## src/rtl/pc_predict.sv

```systemverilog
// -----------------------------------------------------------------------------
// pc_predict
// Fetch-address generator for the IF stage. It holds the program counter and
// uses a direct-mapped branch target buffer (BTB) with 2-bit saturating
// counters to predict taken branches at fetch. Branches resolved in EX are
// compared with the prediction they carried from IF. A wrong prediction
// raises a redirect and flush request, and it increments a saturating
// performance counter.
//
// Parameters
//   WIDTH        address width (>= 8)
//   BTB_ENTRIES  number of BTB entries (power of two, >= 2)
//   RESET_PC     fetch address after reset
//   CNT_W        width of the mispredict counter
//
// Ports
//   clk_i              clock
//   rst_i              synchronous active-high reset
//   pcen               advance PC (0 = stall)
//   pcaddr             current fetch address (registered)
//   next_pc            value pcaddr takes at the next edge if it updates
//   pred_taken         BTB predicts that pcaddr is a taken branch
//   pred_target        predicted target (0 when pred_taken = 0)
//   id_jump_valid      jump resolved in ID
//   id_jump_target     jump target from ID
//   ex_br_valid        branch resolved in EX this cycle
//   ex_br_pc           address of that branch
//   ex_br_taken        actual outcome
//   ex_br_target       actual taken target
//   ex_br_pred         prediction carried with the branch from IF
//   ex_br_pred_target  predicted target carried from IF
//   mispredict         redirect; the pipeline flushes IF/ID and ID/EX
//   mispred_count      saturating count of mispredicts (registered)
// -----------------------------------------------------------------------------
module pc_predict #(
  parameter int               WIDTH       = 32,
  parameter int               BTB_ENTRIES = 16,
  parameter logic [WIDTH-1:0] RESET_PC    = '0,
  parameter int               CNT_W       = 16
) (
  input  logic             clk_i,
  input  logic             rst_i,
  input  logic             pcen,
  output logic [WIDTH-1:0] pcaddr,
  output logic [WIDTH-1:0] next_pc,
  output logic             pred_taken,
  output logic [WIDTH-1:0] pred_target,
  input  logic             id_jump_valid,
  input  logic [WIDTH-1:0] id_jump_target,
  input  logic             ex_br_valid,
  input  logic [WIDTH-1:0] ex_br_pc,
  input  logic             ex_br_taken,
  input  logic [WIDTH-1:0] ex_br_target,
  input  logic             ex_br_pred,
  input  logic [WIDTH-1:0] ex_br_pred_target,
  output logic             mispredict,
  output logic [CNT_W-1:0] mispred_count
);

  localparam int               IDX     = $clog2(BTB_ENTRIES);
  localparam int               TAG_W   = WIDTH - IDX - 2;
  localparam logic [WIDTH-1:0] PC_STEP = WIDTH'(32'd4);
  localparam logic [CNT_W-1:0] CNT_MAX = {CNT_W{1'b1}};
  localparam logic [CNT_W-1:0] CNT_ONE = CNT_W'(32'd1);
  localparam logic [1:0]       CTR_ALLOC = 2'b10;

  // Saturating increment of a 2-bit prediction counter.
  function automatic logic [1:0] ctr_inc(input logic [1:0] c);
    logic [1:0] r;
    if (c == 2'b11) begin
      r = 2'b11;
    end else begin
      r = c + 2'b01;
    end
    return r;
  endfunction

  // Saturating decrement of a 2-bit prediction counter.
  function automatic logic [1:0] ctr_dec(input logic [1:0] c);
    logic [1:0] r;
    if (c == 2'b00) begin
      r = 2'b00;
    end else begin
      r = c - 2'b01;
    end
    return r;
  endfunction

  // BTB storage.
  logic             btb_valid_q  [BTB_ENTRIES];
  logic [TAG_W-1:0] btb_tag_q    [BTB_ENTRIES];
  logic [WIDTH-1:0] btb_target_q [BTB_ENTRIES];
  logic [1:0]       btb_ctr_q    [BTB_ENTRIES];

  logic [WIDTH-1:0] pc_q;
  logic [CNT_W-1:0] mispred_count_q;
  logic [CNT_W-1:0] mispred_count_d;

  // Lookup uses the fetch address. Update uses the resolving branch address.
  logic [IDX-1:0]   lk_idx_s;
  logic [TAG_W-1:0] lk_tag_s;
  logic             lk_hit_s;
  logic [IDX-1:0]   up_idx_s;
  logic [TAG_W-1:0] up_tag_s;
  logic             up_hit_s;
  logic             pc_load_s;

  assign lk_idx_s = pcaddr[IDX+1:2];
  assign lk_tag_s = pcaddr[WIDTH-1:IDX+2];
  assign up_idx_s = ex_br_pc[IDX+1:2];
  assign up_tag_s = ex_br_pc[WIDTH-1:IDX+2];

  assign pcaddr        = pc_q;
  assign mispred_count = mispred_count_q;

  // BTB lookup for the current fetch address. It reads the pre-edge contents.
  always_comb begin
    lk_hit_s    = 1'b0;
    pred_taken  = 1'b0;
    pred_target = '0;
    if (btb_valid_q[lk_idx_s] && (btb_tag_q[lk_idx_s] == lk_tag_s)) begin
      lk_hit_s = 1'b1;
    end else begin
      lk_hit_s = 1'b0;
    end
    if (lk_hit_s && btb_ctr_q[lk_idx_s][1]) begin
      pred_taken  = 1'b1;
      pred_target = btb_target_q[lk_idx_s];
    end else begin
      pred_taken  = 1'b0;
      pred_target = '0;
    end
  end

  // Hit detection for the EX-stage update.
  always_comb begin
    up_hit_s = 1'b0;
    if (btb_valid_q[up_idx_s] && (btb_tag_q[up_idx_s] == up_tag_s)) begin
      up_hit_s = 1'b1;
    end else begin
      up_hit_s = 1'b0;
    end
  end

  // Mispredict detection. A wrong direction is a mispredict. A correctly
  // predicted taken branch with the wrong target is also a mispredict.
  always_comb begin
    mispredict = 1'b0;
    if (ex_br_valid) begin
      if (ex_br_taken != ex_br_pred) begin
        mispredict = 1'b1;
      end else if (ex_br_taken && ex_br_pred && (ex_br_target != ex_br_pred_target)) begin
        mispredict = 1'b1;
      end else begin
        mispredict = 1'b0;
      end
    end else begin
      mispredict = 1'b0;
    end
  end

  // Next fetch address. The EX redirect outranks the ID jump, because the
  // jump is then on the wrong path and is flushed.
  always_comb begin
    next_pc = pcaddr + PC_STEP;
    if (mispredict) begin
      if (ex_br_taken) begin
        next_pc = ex_br_target;
      end else begin
        next_pc = ex_br_pc + PC_STEP;
      end
    end else if (id_jump_valid) begin
      next_pc = id_jump_target;
    end else if (pred_taken) begin
      next_pc = pred_target;
    end else begin
      next_pc = pcaddr + PC_STEP;
    end
  end

  // A redirect loads the PC even during a stall, so it is never lost.
  assign pc_load_s = pcen | mispredict;

  // Program counter register.
  always_ff @(posedge clk_i) begin
    if (rst_i) begin
      pc_q <= RESET_PC;
    end else if (pc_load_s) begin
      pc_q <= next_pc;
    end else begin
      pc_q <= pc_q;
    end
  end

  // Saturating mispredict counter next-state.
  always_comb begin
    mispred_count_d = mispred_count_q;
    if (mispredict && (mispred_count_q != CNT_MAX)) begin
      mispred_count_d = mispred_count_q + CNT_ONE;
    end else begin
      mispred_count_d = mispred_count_q;
    end
  end

  // Mispredict counter register.
  always_ff @(posedge clk_i) begin
    if (rst_i) begin
      mispred_count_q <= '0;
    end else begin
      mispred_count_q <= mispred_count_d;
    end
  end

  // BTB training. It is independent of pcen. Reset wins over an update in
  // the same cycle. A not-taken miss leaves the table alone, so cold
  // fall-through branches do not evict useful entries.
  always_ff @(posedge clk_i) begin
    if (rst_i) begin
      for (int i = 0; i < BTB_ENTRIES; i++) begin
        btb_valid_q[i]  <= 1'b0;
        btb_tag_q[i]    <= '0;
        btb_target_q[i] <= '0;
        btb_ctr_q[i]    <= 2'b00;
      end
    end else if (ex_br_valid) begin
      if (up_hit_s) begin
        if (ex_br_taken) begin
          btb_ctr_q[up_idx_s]    <= ctr_inc(btb_ctr_q[up_idx_s]);
          btb_target_q[up_idx_s] <= ex_br_target;
        end else begin
          btb_ctr_q[up_idx_s]    <= ctr_dec(btb_ctr_q[up_idx_s]);
        end
      end else if (ex_br_taken) begin
        btb_valid_q[up_idx_s]  <= 1'b1;
        btb_tag_q[up_idx_s]    <= up_tag_s;
        btb_target_q[up_idx_s] <= ex_br_target;
        btb_ctr_q[up_idx_s]    <= CTR_ALLOC;
      end else begin
        btb_valid_q[up_idx_s]  <= btb_valid_q[up_idx_s];
      end
    end else begin
      btb_valid_q[up_idx_s] <= btb_valid_q[up_idx_s];
    end
  end

endmodule

```

## config.mk

```make
export PLATFORM = sky130hd
export DESIGN_NAME = pc_predict
export DESIGN_NICKNAME = d
export VERILOG_FILES = /design/src/rtl/pc_predict.sv
export SDC_FILE = /design/constraint.sdc
export NUM_CORES = 2
export LEC_CHECK = 0
export CAP_MARGIN = 20
export CORE_ASPECT_RATIO = 1.75
export CORE_UTILIZATION = 55
export CTS_BUF_LIST = sky130_fd_sc_hd__clkbuf_4 sky130_fd_sc_hd__clkbuf_8
export DETAILED_ROUTE_END_ITERATION = 6
export PLACE_DENSITY = 0.74
export SLEW_MARGIN = 10
export SYNTH_ARGS = -nofsm -noshare
export SYNTH_HDL_FRONTEND = slang
export SYNTH_SLANG_ARGS = --single-unit
```

## constraint.sdc

```tcl
create_clock -name clk_i -period 11.72 [get_ports clk_i]
set_input_delay 2.344 -clock clk_i [delete_from_list [all_inputs] [get_ports clk_i]]
set_output_delay 2.344 -clock clk_i [all_outputs]
set_load 0.005 [all_outputs]
```

-- Yosys cells after proc, flatten, opt, wreduce, memory -nomap -nowiden
Memory sizes are Yosys's and may differ from the RTL's. A register that Yosys moved wholly into a read port is not among the register bits.
Cells that the tools add are included.
- register bits: 48
- latch bits: 0
- bits in writable memories: 976
- ROM bits: 0
- bits of input ports: 135
- output and inout bits: 114
- memories kept: 4
- memories (memory ; depth ; bits a word ; rd ports ; clocked after memory_dff ; wr ports ; line ; text):
    btb_target_q ; 16 ; 32 ; 1 ; 1 ; 16 ; 92 ; logic [WIDTH-1:0] btb_target_q [BTB_ENTRIES];
    btb_tag_q ; 16 ; 26 ; 2 ; 1 ; 16 ; 91 ; logic [TAG_W-1:0] btb_tag_q [BTB_ENTRIES];
    btb_ctr_q ; 16 ; 2 ; 2 ; 1 ; 16 ; 93 ; logic [1:0] btb_ctr_q [BTB_ENTRIES];
    btb_valid_q ; 16 ; 1 ; 2 ; 1 ; 16 ; 90 ; logic btb_valid_q [BTB_ENTRIES];
- add/sub/neg operators: 5
- multipliers: 0
- divide/modulo/power cells: 0
- $lt $le $gt $ge: 0
- eq/ne operators: 6
- shift-type cells: 0
- mux-type cells: 69
- bitwise gates (word level): 6
- reductions and logical operators: 11
- operator list (kind ; number):
    32-bit 2-to-1 mux ; 7
    32-bit by 3-bit adder with 32-bit output, second input constant ; 2
    26-bit equality test ; 2
    4-bit 2-to-1 mux ; 12
    1-bit 2-to-1 mux ; 36
    32-bit inequality test ; 1
    32-bit OR reduction ; 1
    2-bit 2-to-1 mux ; 13
    26-bit 2-to-1 mux ; 1
    26-bit OR reduction ; 1
    16-bit by 1-bit adder with 16-bit output, second input constant ; 1
    16-bit inequality test, second input constant ; 1
    1-bit logical AND ; 6
    1-bit bitwise OR ; 6
    2-bit by 1-bit adder with 2-bit output, second input constant ; 1
    2-bit equality test, second input constant ; 1
    2-bit logical NOT ; 1
    2-bit OR reduction ; 1
    2-bit by 1-bit subtractor with 2-bit output, second input constant ; 1
    1-bit inequality test ; 1
    1-bit OR reduction ; 1

-- Logic depth before layout (Yosys ltp)
An unclocked memory read counts as a cell.
- word-level depth: 12
- depth in mapped cells: 16

-- Least setup slack after synthesis
No wires, ideal clock.
- path type: input-to-output
- start: input ex_br_pc[5]
- end: output next_pc[26]
- data arrival time: 4731 ps
- path slack: 4645 ps
- stages on the path: 13
- buffers on the path: 5
- cells stage by stage: buf_2 -> buf_2 -> buf_2 -> and2_1 -> buf_2 -> and3_1 -> clkbuf_1 -> nand4_1 -> nor3_1 -> xor2_1 -> mux2i_1 -> and2_1 -> o31ai_1
- cells in the longest elaborated chain, start to end: 3
- RTL lines (element ; line ; text):
    from (decl) ; 51 ; input logic [WIDTH-1:0] ex_br_pc,
    32-bit by 3-bit adder with 32-bit output ; 170 ; next_pc = ex_br_pc + PC_STEP;
    32-bit 2-to-1 mux ; 167 ; if (ex_br_taken) begin
    32-bit 2-to-1 mux ; 166 ; if (mispredict) begin
    to (decl) ; 45 ; output logic [WIDTH-1:0] next_pc,
No other way between the ends.

==> impl_metrics.csv <==
group,metric,value,unit
clock_network,h-tree-depth,4,
clock_network,cts-hold-fix-buffers,0,
clock_network,post_cts_buffers,0,
placed_design,dpl_cell_area,0.05835,mm^2
die,die_h,419.3,um
global_routing,grt_pass1_wl,275.8,mm
layout,area_growth,12.14,%
layout,postLayoutCellArea,0.06137,mm^2
sta,slew_violations,0,
run_status,violations,"DRC",
clock_network,clkTransAtPathRegs,0.07,ns
yosys,yosysSeqAreaShare,55.46,%
placed_design,place_hpwl,121.1,mm
sta,tightest_slew,1.260,ns
power,max-vdd-ir-drop,0.1009,mV
route,vias_per_cell,6.986,
global_routing,grt_pass1_vias,38620,
worst_setup_path,cp_slowest_cell,"dfxtp_4",
global_routing,grt_use_met1,45.38,%
layout,drive_above_1_share,20.58,%
yosys,synthCells,4017,
worst_setup_path,critPathCaptureType,"output pin",
worst_setup_path,critPathLaunchType,"flop",
sta,slew_headroom,16.01,%
min_path,hold_path_class,"reg -> reg",
worst_setup_path,slowest_delay,0.97,ns
route,dr.pass1.iters,7,
route,wl_per_cell,35.37,um
worst_setup_path,critPathArrivalTime,7.24,ns
global_routing,busiest_layer,"met2",
power,p_leak,0.02050,uW
yosys,ys.flop_type,"edfxtp_1",
worst_setup_path,cp.required,9.38,ns
flow_run,drv_cap,0,
route,antenna_left,0,
yosys,synth_seq_cells,1028,
yosys,synth.most_common_cell,"edfxtp_1",
yosys,synth_top_area_share,53.56,%
yosys,ys_warn_count,0,
die,coreArea,0.09832,mm^2
yosys,syn_nets,4159,
sta,tns,0,ns
sta,grt_setup_unrepaired,"no",
yosys,yosysTopAreaCell,"edfxtp_1",
worst_setup_path,cp_common_cell,"buf_4",
worst_setup_path,path_max_fanout,48,
route,drtIter0Drc,6152,
clock_network,cts_resized,0,
worst_setup_path,crit_type,"reg -> out",
route,routed_wl,196.7,mm
clock_network,cts-root-buf,"clkbuf_8",
worst_setup_path,crit_family,"buffers and inverters",
route,route.detailed.drc,10,
global_routing,antenna_found_initial,13,
clock_network,clock-sinks,1028,
power,powerDensity,140.6,mW/mm^2
global_routing,overflow,0,
sta,whs,0.5084,ns
yosys,synth_commonest_cells,"edfxtp_1 (976), and2_1 (762), mux4_2 (379)",
run_status,outcome,"complete, but fails checks",
sta,finalSetupViolations,0,
route,vias,38860,
clock_network,clk-insertion-delay-late,0.89,ns
clock_network,cts_tree,"done",
layout,nets,4267,
global_routing,grt.met2_usage,61.06,%
global_routing,grtUsageMet3,12.61,%
yosys,ys_types,83,
clock_network,clock_path_buffers,3,
placed_design,gp_congestion,0.9677,
placed_design,portBuffers,248,
yosys,netlist_area,0.05472,mm^2
layout,fillers,7403,
sta,period_minus_slack,9.580,ns
yosys,synthTopCellsByArea,"edfxtp_1 (54%), mux4_2 (16%), and2_1 (8.7%)",
die,io_pins,249,
global_routing,grt.total_usage,39.71,%
sta,post-route-period-util,81.74,%
die,start_util,55.66,%
die,core.rowCount,152,
die,die-area,0.1008,mm^2
yosys,async_reset_ff_share,0,%
worst_setup_path,cp_cell_sequence,"buf_4 > mux4_2 > mux2i_1 > xnor2_1 > nor3_1 > o221ai_1 > nor4_2 > buf_4 > and2_1 > mux2_2 > a221oi_1 > clkdlybuf4s50_1",
global_routing,grt_max_degree,115,
worst_setup_path,crit_buf_inv,3,
sta,hold_viol,0,
sta,skew,0.02811,ns
yosys,synth_edf_count,976,
die,chipWidth,240.4,um
sta,max_freq,0.1044,GHz
yosys,synth_area_per_cell,13.62,um^2
clock_network,cts_buffers,146,
-- power by group --
part / switching, uW / internal [uW] / leakage, uW
Combinational: 819 / 579 / 0.00923
Clock: 1430 / 1450 / 0.00152
Sequential: 131 / 4210 / 0.00975
Total: 2380 / 6240 / 0.0205
-- area by class of cell --
cell class,count,area [um^2],area share [%]
Clock buffer,201,2491,4.059
Tap cell,1309,1638,2.669
Multi-Input combinational cell,2515,22630,36.88
Antenna cell,11,27.53,0.04485
Timing Repair Buffer,393,3665,5.972
Inverter,41,157.7,0.2569
Sequential cell,1028,30360,49.48
Clock inverter,64,391.6,0.6382
-- worst paths after layout --
check,startpoint,to,slack [ns],depth (start not counted)
worst max-delay path,flop,next_pc[5],2.14,12
worst min register to register,mispred_count[11],mispred_count[11],0.51,2
worst max register to register,flop,flop,5.40,11
worst min-delay path,mispred_count[11],mispred_count[11],0.51,2
-- cells by family after synthesis --
group | Yosys count | share of synthesized area, %
AOI/OAI and AO/OA | 331 | 3.910
xor gates and xnor gates | 144 | 2.305
adders and majority gates | 7 | 0.1600
buffers and inverters | 474 | 3.821
DFF | 1028 | 55.46
muxes | 517 | 18.15
and+or+nand+nor | 1516 | 16.19
-- sequential cells by signal, indices dropped and copies added (netlist names), named ones only --
signal	flops
pcaddr	32
btb_valid_q	16
btb_target_q	512
btb_ctr_q	32
mispred_count	16
btb_tag_q	416
-- cell usage in the layout, fill, tap and decap left out, drive strengths merged, types with 28 or more instances in the layout --
cell type	n
edfxtp	976
and2	763
mux4	379
clkdlybuf4s50	240
clkbuf	203
nor4	190
nand2	163
buf	151
nor2	132
mux2i	124
xnor2	116
a21oi	102
o21ai	72
clkinv	59
dfxtp	52
and3	51
nand3	47
nor3	47
nand4	40
inv	37
xor2	28
-- routing by layer --
metal  vias up  share of wire (%)  wire [um]
met1     19070                 31      60820
li1      15470                  -          -
met5         -              0.012         23
met2      3354                 46      89970
met3       963                 13      26430
met4         4                9.9      19490
-- worst register-to-register path, cell delays in order (launching register included) --
cell,delay (ns)
dfxtp_4,0.97
buf_4,0.74
mux4_2,0.67
mux2i_1,0.69
xnor2_1,0.13
nor3_1,0.29
o221ai_1,0.20
nor4_2,0.19
buf_4,0.42
nand2_2,0.64
o31a_1,0.54
a211oi_1,0.65
-- stage by stage --
stage          utilization [%]  total power [uW]  cells  setup WS [ns]
5_1_grt                  62.40              8798   5557          2.023
4_1_cts                  62.27              8566   5545          2.320
2_1_floorplan                -              5199   4017          4.645
3_3_place_gp             59.27              5737   5277          2.408
3_5_place_dp             59.34              5764   5280          2.350
6_report                 62.41              8627   5562          2.140
Note: power is estimated with default switching activity, not from simulation.
